[src/rtl/mem_arbiter2.sv]
`default_nettype none
// +----------------------------------------------------------------------+
// | mem_arbiter2 : two-port round-robin arbiter and access sequencer      |
// |                for a 128x8 ROM/SRAM memory.  Revision 1.0             |
// +----------------------------------------------------------------------+
module mem_arbiter2 #(
  parameter int ADDR_W = 7,
  parameter int DATA_W = 8,
  parameter int RD_LAT = 2
) (
  input  logic              clk,
  input  logic              rst_n,
  input  logic              req0,
  input  logic              we0,
  input  logic [ADDR_W-1:0] addr0,
  input  logic [DATA_W-1:0] din0,
  output logic              gnt0,
  output logic              rvalid0,
  output logic [DATA_W-1:0] rdata0,
  input  logic              req1,
  input  logic              we1,
  input  logic [ADDR_W-1:0] addr1,
  input  logic [DATA_W-1:0] din1,
  output logic              gnt1,
  output logic              rvalid1,
  output logic [DATA_W-1:0] rdata1,
  output logic              mem_we,
  output logic [ADDR_W-1:0] mem_address,
  output logic [DATA_W-1:0] mem_din,
  input  logic [DATA_W-1:0] mem_dout
);

  localparam logic [1:0] ST_IDLE = 2'd0;
  localparam logic [1:0] ST_WR   = 2'd1;
  localparam logic [1:0] ST_RD   = 2'd2;

  localparam int               CNT_W   = 3;
  localparam logic [CNT_W-1:0] RD_LAST = CNT_W'(RD_LAT);

  logic [1:0]        state_q, state_d;
  logic [CNT_W-1:0]  cnt_q, cnt_d;
  logic              last_grant_q, last_grant_d;
  logic              port_q, port_d;
  logic              gnt0_q, gnt0_d;
  logic              gnt1_q, gnt1_d;
  logic              rvalid0_q, rvalid0_d;
  logic              rvalid1_q, rvalid1_d;
  logic [DATA_W-1:0] rdata0_q, rdata0_d;
  logic [DATA_W-1:0] rdata1_q, rdata1_d;
  logic              mem_we_q, mem_we_d;
  logic [ADDR_W-1:0] mem_address_q, mem_address_d;
  logic [DATA_W-1:0] mem_din_q, mem_din_d;

  logic              win;
  logic              win_we;

  always_comb begin
    state_d       = state_q;
    cnt_d         = cnt_q;
    last_grant_d  = last_grant_q;
    port_d        = port_q;
    gnt0_d        = 1'b0;
    gnt1_d        = 1'b0;
    rvalid0_d     = 1'b0;
    rvalid1_d     = 1'b0;
    rdata0_d      = rdata0_q;
    rdata1_d      = rdata1_q;
    mem_we_d      = mem_we_q;
    mem_address_d = mem_address_q;
    mem_din_d     = mem_din_q;
    // On a tie the port that did not win last time is chosen.
    win           = (req0 && req1) ? ~last_grant_q : req1;
    win_we        = win ? we1 : we0;

    case (state_q)
      ST_IDLE: begin
        mem_we_d = 1'b0;
        if (req0 || req1) begin
          port_d        = win;
          last_grant_d  = win;
          gnt0_d        = ~win;
          gnt1_d        = win;
          mem_address_d = win ? addr1 : addr0;
          mem_din_d     = win ? din1 : din0;
          mem_we_d      = win_we;
          cnt_d         = '0;
          state_d       = win_we ? ST_WR : ST_RD;
        end
      end

      // The memory registers we, so address/data stay put one extra cycle.
      ST_WR: begin
        if (cnt_q == '0) begin
          mem_we_d = 1'b0;
          cnt_d    = CNT_W'(1);
        end else begin
          state_d = ST_IDLE;
        end
      end

      ST_RD: begin
        mem_we_d = 1'b0;
        if (cnt_q == RD_LAST) begin
          if (port_q) begin
            rvalid1_d = 1'b1;
            rdata1_d  = mem_dout;
          end else begin
            rvalid0_d = 1'b1;
            rdata0_d  = mem_dout;
          end
          state_d = ST_IDLE;
        end else begin
          cnt_d = cnt_q + CNT_W'(1);
        end
      end

      default: begin
        mem_we_d = 1'b0;
        state_d  = ST_IDLE;
      end
    endcase
  end

  always_ff @(posedge clk or negedge rst_n) begin
    if (!rst_n) begin
      state_q       <= ST_IDLE;
      cnt_q         <= '0;
      last_grant_q  <= 1'b1;
      port_q        <= 1'b0;
      gnt0_q        <= 1'b0;
      gnt1_q        <= 1'b0;
      rvalid0_q     <= 1'b0;
      rvalid1_q     <= 1'b0;
      rdata0_q      <= '0;
      rdata1_q      <= '0;
      mem_we_q      <= 1'b0;
      mem_address_q <= '0;
      mem_din_q     <= '0;
    end else begin
      state_q       <= state_d;
      cnt_q         <= cnt_d;
      last_grant_q  <= last_grant_d;
      port_q        <= port_d;
      gnt0_q        <= gnt0_d;
      gnt1_q        <= gnt1_d;
      rvalid0_q     <= rvalid0_d;
      rvalid1_q     <= rvalid1_d;
      rdata0_q      <= rdata0_d;
      rdata1_q      <= rdata1_d;
      mem_we_q      <= mem_we_d;
      mem_address_q <= mem_address_d;
      mem_din_q     <= mem_din_d;
    end
  end

  assign gnt0        = gnt0_q;
  assign gnt1        = gnt1_q;
  assign rvalid0     = rvalid0_q;
  assign rvalid1     = rvalid1_q;
  assign rdata0      = rdata0_q;
  assign rdata1      = rdata1_q;
  assign mem_we      = mem_we_q;
  assign mem_address = mem_address_q;
  assign mem_din     = mem_din_q;

endmodule
`default_nettype wire
[config.mk]
export PLATFORM = sky130hd
export DESIGN_NAME = mem_arbiter2
export DESIGN_NICKNAME = d
export VERILOG_FILES = /design/src/rtl/mem_arbiter2.sv
export SDC_FILE = /design/constraint.sdc
export NUM_CORES = 1
export LEC_CHECK = 0
export ABC_AREA = 0
export BUFFER_PORTS_ARGS = -buffer_cell sky130_fd_sc_hd__buf_2
export CORE_ASPECT_RATIO = 0.8
export CORE_MARGIN = 4
export CORE_UTILIZATION = 30
export CTS_BUF_LIST = sky130_fd_sc_hd__clkbuf_8 sky130_fd_sc_hd__clkbuf_16
export CTS_CLUSTER_DIAMETER = 120
export CTS_CLUSTER_SIZE = 12
export DETAILED_ROUTE_END_ITERATION = 12
export HOLD_SLACK_MARGIN = 0.05
export PLACE_DENSITY = 0.65
export SYNTH_ARGS = -nofsm -noshare
export SYNTH_HDL_FRONTEND = slang
export SYNTH_SLANG_ARGS = --single-unit
export TNS_END_PERCENT = 1
[constraint.sdc]
create_clock -name clk -period 3.95 [get_ports clk]
set_input_delay 0.79 -clock clk [delete_from_list [all_inputs] [get_ports clk]]
set_output_delay 0.79 -clock clk [all_outputs]
set_load 0.1 [all_outputs]
* Word level (Yosys, flattened, before mapping)
Cells that the tools add are included.
** Storage, ports and cells
- Bits of input ports :: 44
- Memory bits (writable) :: 0
- Word-level logic and storage cells :: 61
- Bits in latches :: 0
- Memories kept :: 0
- Flip-flop bits (word level) :: 43
- Memory bits (read-only) :: 0
** Cells by class
- Shift-type cells :: 0
- Mux-type cells :: 26
- $lt $le $gt $ge :: 0
- Multiply operators :: 0
- $add $sub $neg :: 1
- Equality and inequality tests :: 8
- Bitwise logic cells :: 3
- Reductions and logical operators :: 10
- Div/mod/pow operators :: 0
** Operator list (count)
- two-way mux 1 bit :: 14
- inequality test 2 bit, second input constant :: 5
- two-way mux 3 bit :: 3
- case mux 3 bit (3 select lines) :: 1
- AND reduction 3 bit :: 3
- two-way mux 2 bit :: 4
- two-way mux 8 bit :: 1
- two-way mux 7 bit :: 1
- case mux 2 bit (3 select lines) :: 1
- AND reduction 4 bit :: 1
- adder 3 x 1 -> 3 bit, second input constant :: 1
- == test 3 x 2 -> 1 bit, second input constant :: 1
- zero test 3 bit :: 1
- inverter 1 bit :: 3
- nonzero test 3 bit :: 1
- == test 2 x 1 -> 1 bit, second input constant :: 1
- == test 2 bit, second input constant :: 1
- zero test 2 bit :: 1
- case mux 1 bit (2 select lines) :: 1
- AND reduction 2 bit :: 1
- logical AND 1 bit :: 1
- logical OR 1 bit :: 1

* Longest topological paths before layout
- Depth after elaboration :: 6
- Mapped depth :: 7
- Depth with buffers taken out :: 6

* Worst setup path before layout
OpenSTA, ideal clock, no wires.
- Kind :: input to register
- From :: input port req1
- To :: register mem_address_q[1], in the netlist mem_address[1]
- Buffers on the path :: 2
- Arrival :: 1.693 ns
- Required time :: 3.821 ns
- Path slack :: 2.128 ns
- Cell stages on the path :: 6
- Cells stage by stage :: a21boi_2 > and2_4 > buf_6 > buf_8 > a222oi_1 > inv_1
** Between the ends
- Word-level cells in the longest chain between the ends :: 3
** RTL lines
- start, declared :: RTL line 20 : input logic req1,
- logical AND 1 bit :: RTL line 72 : win = (req0 && req1) ? ~last_grant_q : req1;
- two-way mux 1 bit :: RTL line 72
- two-way mux 7 bit :: RTL line 83 : mem_address_d = win ? addr1 : addr0;
- end signal, assigned :: RTL line 151 : mem_address_q <= mem_address_d;
- end, declared :: RTL line 51 : logic [ADDR_W-1:0] mem_address_q, mem_address_d;
Parallel ways exist; a longest one is shown, timed or not.
A chain may end at the register's enable or synchronous reset.

* Worst setup path in the final report
- From :: register state_q[0]
- To :: register mem_address_q[4], in the netlist mem_address[4]
** Between the ends
- Word-level cells in the longest chain between the ends :: 2
** RTL lines
- start, declared :: RTL line 40 : logic [1:0] state_q, state_d;
- start signal, assigned :: RTL line 140 : state_q <= state_d;
- zero test 2 bit :: RTL line 75 : case (state_q)
- AND reduction 2 bit (no line)
Every way passes these cells.

==> impl_metrics.csv <==
group,metric,value,unit
status,status,"complete, no violations",
floorplan,io_pins,80,
clocking,cts_sinks,43,
sta,worst_clock_skew,4.98,ps
min_path,hp-start,"mem_address[0]",
detailed_routing,routed_wl,4.16,mm
cells_and_area,antenna_cells,0,
logic_synthesis,mappedNetlistArea,1860,um2
critical_path,critPathArrivalTime,2510,ps
logic_synthesis,yosys-top-cells-area,"dfrtp_1, mux2_2, a222oi_1, ha_1, inv_1",
critical_path,crit_top_cell,"inv_1",
clocking,cts.path.max_buffers,2,
critical_path,r2r_slack,1670,ps
critical_path,cp-start-kind,"flip-flop",
placement,dp_hpwl,3.11,mm
sta,setup_ws,1670,ps
critical_path,crit_required,4180,ps
cells_and_area,drive_gt1_share,48.7,%
floorplan,initial_core_util,31.2,%
logic_synthesis,syn_area_per_cell,12.8,um2
logic_synthesis,yosys_register_bits,43,
logic_synthesis,synth_compound_area_share,13.3,%
critical_path,path_max_fanout,16,
logic_synthesis,yosys.area_share.adder,5.37,%
placement,io_buffers,79,
detailed_routing,first_iter_violations,76,
floorplan,fp.dieW,96.1,um
logic_synthesis,syn_nets,197,
grt,grt_max_degree,44,
grt,grt_pass1_wl,6.87,mm
logic_synthesis,synth_mux_area_share,11.9,%
detailed_routing,post_drt_wl_per_cell,13.5,um
clocking,cts_tree,"done",
detailed_routing,drt-pass1-iter-count,5,
logic_synthesis,yosys-top-cells-count,"dfrtp_1, inv_1, mux2_2",
logic_synthesis,synth_xor_area_share,0,%
critical_path,critPathMaxStageDelay,960,ps
logic_synthesis,postSynthCellCount,145,
detailed_routing,vias,1454,
min_path,hold_class,"reg2reg",
min_path,whs_path_depth,2,
cells_and_area,syn_to_final_growth,31.3,%
floorplan,rows,25,
critical_path,cp-end-kind,"flip-flop",
grt,antenna_found_initial,0,
grt,overflow,0,
floorplan,core,5970,um2
floorplan,die_h,78.5,um
logic_synthesis,synth_seq_area_share,57.8,%
logic_synthesis,synth-async-reset-ratio,100,%
clocking,clk_pin_slew,80,ps
critical_path,worstReg2RegStart,"state_q[0]",
cells_and_area,final_util,40.9,%
detailed_routing,final_antenna_net_count,0,
sta,fin_crit_sh,57.8,%
sta,min_period,2280,ps
logic_synthesis,yosysMostFrequentCell,"dfrtp_1",
sta,final_hold_viol_count,0,
logic_synthesis,yosys.area_share.simple,4.70,%
critical_path,timing.rr.end,"mem_address[4]",
clocking,holdBufCountCts,0,
clocking,cts_buffers,5,
min_path,min_to,"mem_address[0]",
sta,finalSetupViolations,0,
sta,timing.fmax,438,MHz
grt,groute.usage.overall,11.6,%
critical_path,worstPathCellList,"inv_1 -> ha_1 -> nand2_1 -> a21oi_1 -> a222oi_1 -> inv_1",
logic_synthesis,yosys_most_used_dff,"dfrtp_1",
floorplan,die_area,7540,um2
clocking,post_cts_buffers,0,
cells_and_area,fillers,577,
clocking,htreeDepth,2,
clocking,ctsResizeCount,0,
sta,rsz0062_at_grt,"false",
detailed_routing,post-route-drc-count,0,
placement,place_congestion,0.719,
logic_synthesis,synth_top_family_by_area,"compound AO/OA/AOI/OAI gates",
clocking,insertion_delay,290,ps
sta,drv_slew,0,
logic_synthesis,synth-edff-count,0,
detailed_routing,viasPerCell,4.71,
sta,worst_pin_slew,1270,ps
clocking,clockRootBuffer,"clkbuf_8",
critical_path,crit_type,"reg2reg",
critical_path,r2r_cells,6,
sta,fin_setup_tns,0,ps
sta,slew_headroom,15.5,%
placement,dpl_worst_slack,1640,ps
critical_path,slowest_stage,"a21oi_1",
logic_synthesis,yosys.area.top_type,"dfrtp_1",
grt,grt_pass1_vias,1502,
cells_and_area,fin_nets,279,
logic_synthesis,synth_cell_types,27,
run,max_cap_violations,0,
logic_synthesis,yosys_warnings,0,
logic_synthesis,synth_top_area_share,56.4,%
==> worst max-delay path: cells and delay by family, from the launching register on <==
kind            cells  cell delay (ps)
compound gates      2             1180
flops               1              440
fa+ha+maj           1              270
buf+inv             2              250
simple gates        1               80
==> metrics by stage <==
step / area [um2] / cells / hold WS (ps)
after floorplan: 1860 / 145 / 494
after global placement: 2330 / 301 / 471
after detailed placement: 2330 / 301 / 472
after CTS: 2450 / 309 / 492
after global routing: 2450 / 309 / 513
final: 2450 / 309 / 489
==> cell usage in the layout (no fill, tap or decap), types with 2 or more instances in the layout <==
| cell type | count |
|---|---|
| buf_2 | 79 |
| dfrtp_1 | 42 |
| inv_1 | 24 |
| mux2_2 | 17 |
| a222oi_1 | 15 |
| ha_1 | 8 |
| clkbuf_8 | 6 |
| nand3_1 | 5 |
| nand2_1 | 4 |
| mux2i_1 | 3 |
| nand4_1 | 2 |
| a21oi_1 | 2 |
| nor2_1 | 2 |
| o21ai_0 | 2 |
| o311ai_0 | 2 |
| a21o_2 | 2 |
==> cell families after synthesis <==
group	after synthesis
AOI/OAI and AO/OA	28
and+or+nand+nor	17
adders and majority gates	8
DFF	43
muxes	20
buffers and inverters	29
==> state kept, by name, summed over array words and instances (netlist names) <==
signal and flops:
cnt_q 3, gnt0 1, gnt1 1, last_grant_q 1
mem_address 7, mem_din 8, mem_we 1, port_q 1
rdata0 8, rdata1 8, rvalid0 1, rvalid1 1
state_q 2
==> routing by layer <==
metal	part of all wire (%)	track usage (%)	routed length (um)	vias to the layer above
met4	0.79	4.55	33	0
li1	-	-	-	688
met2	49	18.5	2060	47
met1	44	14.8	1830	716
met3	5.7	3.26	237	3
met5	0	0	0	-
==> worst max path at each step <==
stage               start             end  depth (start not counted)
2_1_floorplan        req1  mem_address[1]                          6
3_3_place_gp         req0  mem_address[3]                          5
3_5_place_dp         req0  mem_address[4]                          5
4_1_cts        state_q[0]  mem_address[4]                          6
5_1_grt        state_q[0]      mem_din[4]                          6
6_report       state_q[0]  mem_address[4]                          6
==> final cells by class <==
type | count | area (um2) | share of cell area (%)
Clock buffer | 6 | 82.6 | 3.38
Inverter | 24 | 90.1 | 3.68
Timing Repair Buffer | 80 | 403 | 16.5
Multi-Input combinational cell | 73 | 657 | 26.9
Tap cell | 81 | 101 | 4.14
Sequential cell | 43 | 1080 | 44.0
Clock inverter | 2 | 35.0 | 1.43
Power is not shown: default switching activity piles up to over one toggle a cycle in this logic, so the estimate is an artifact.
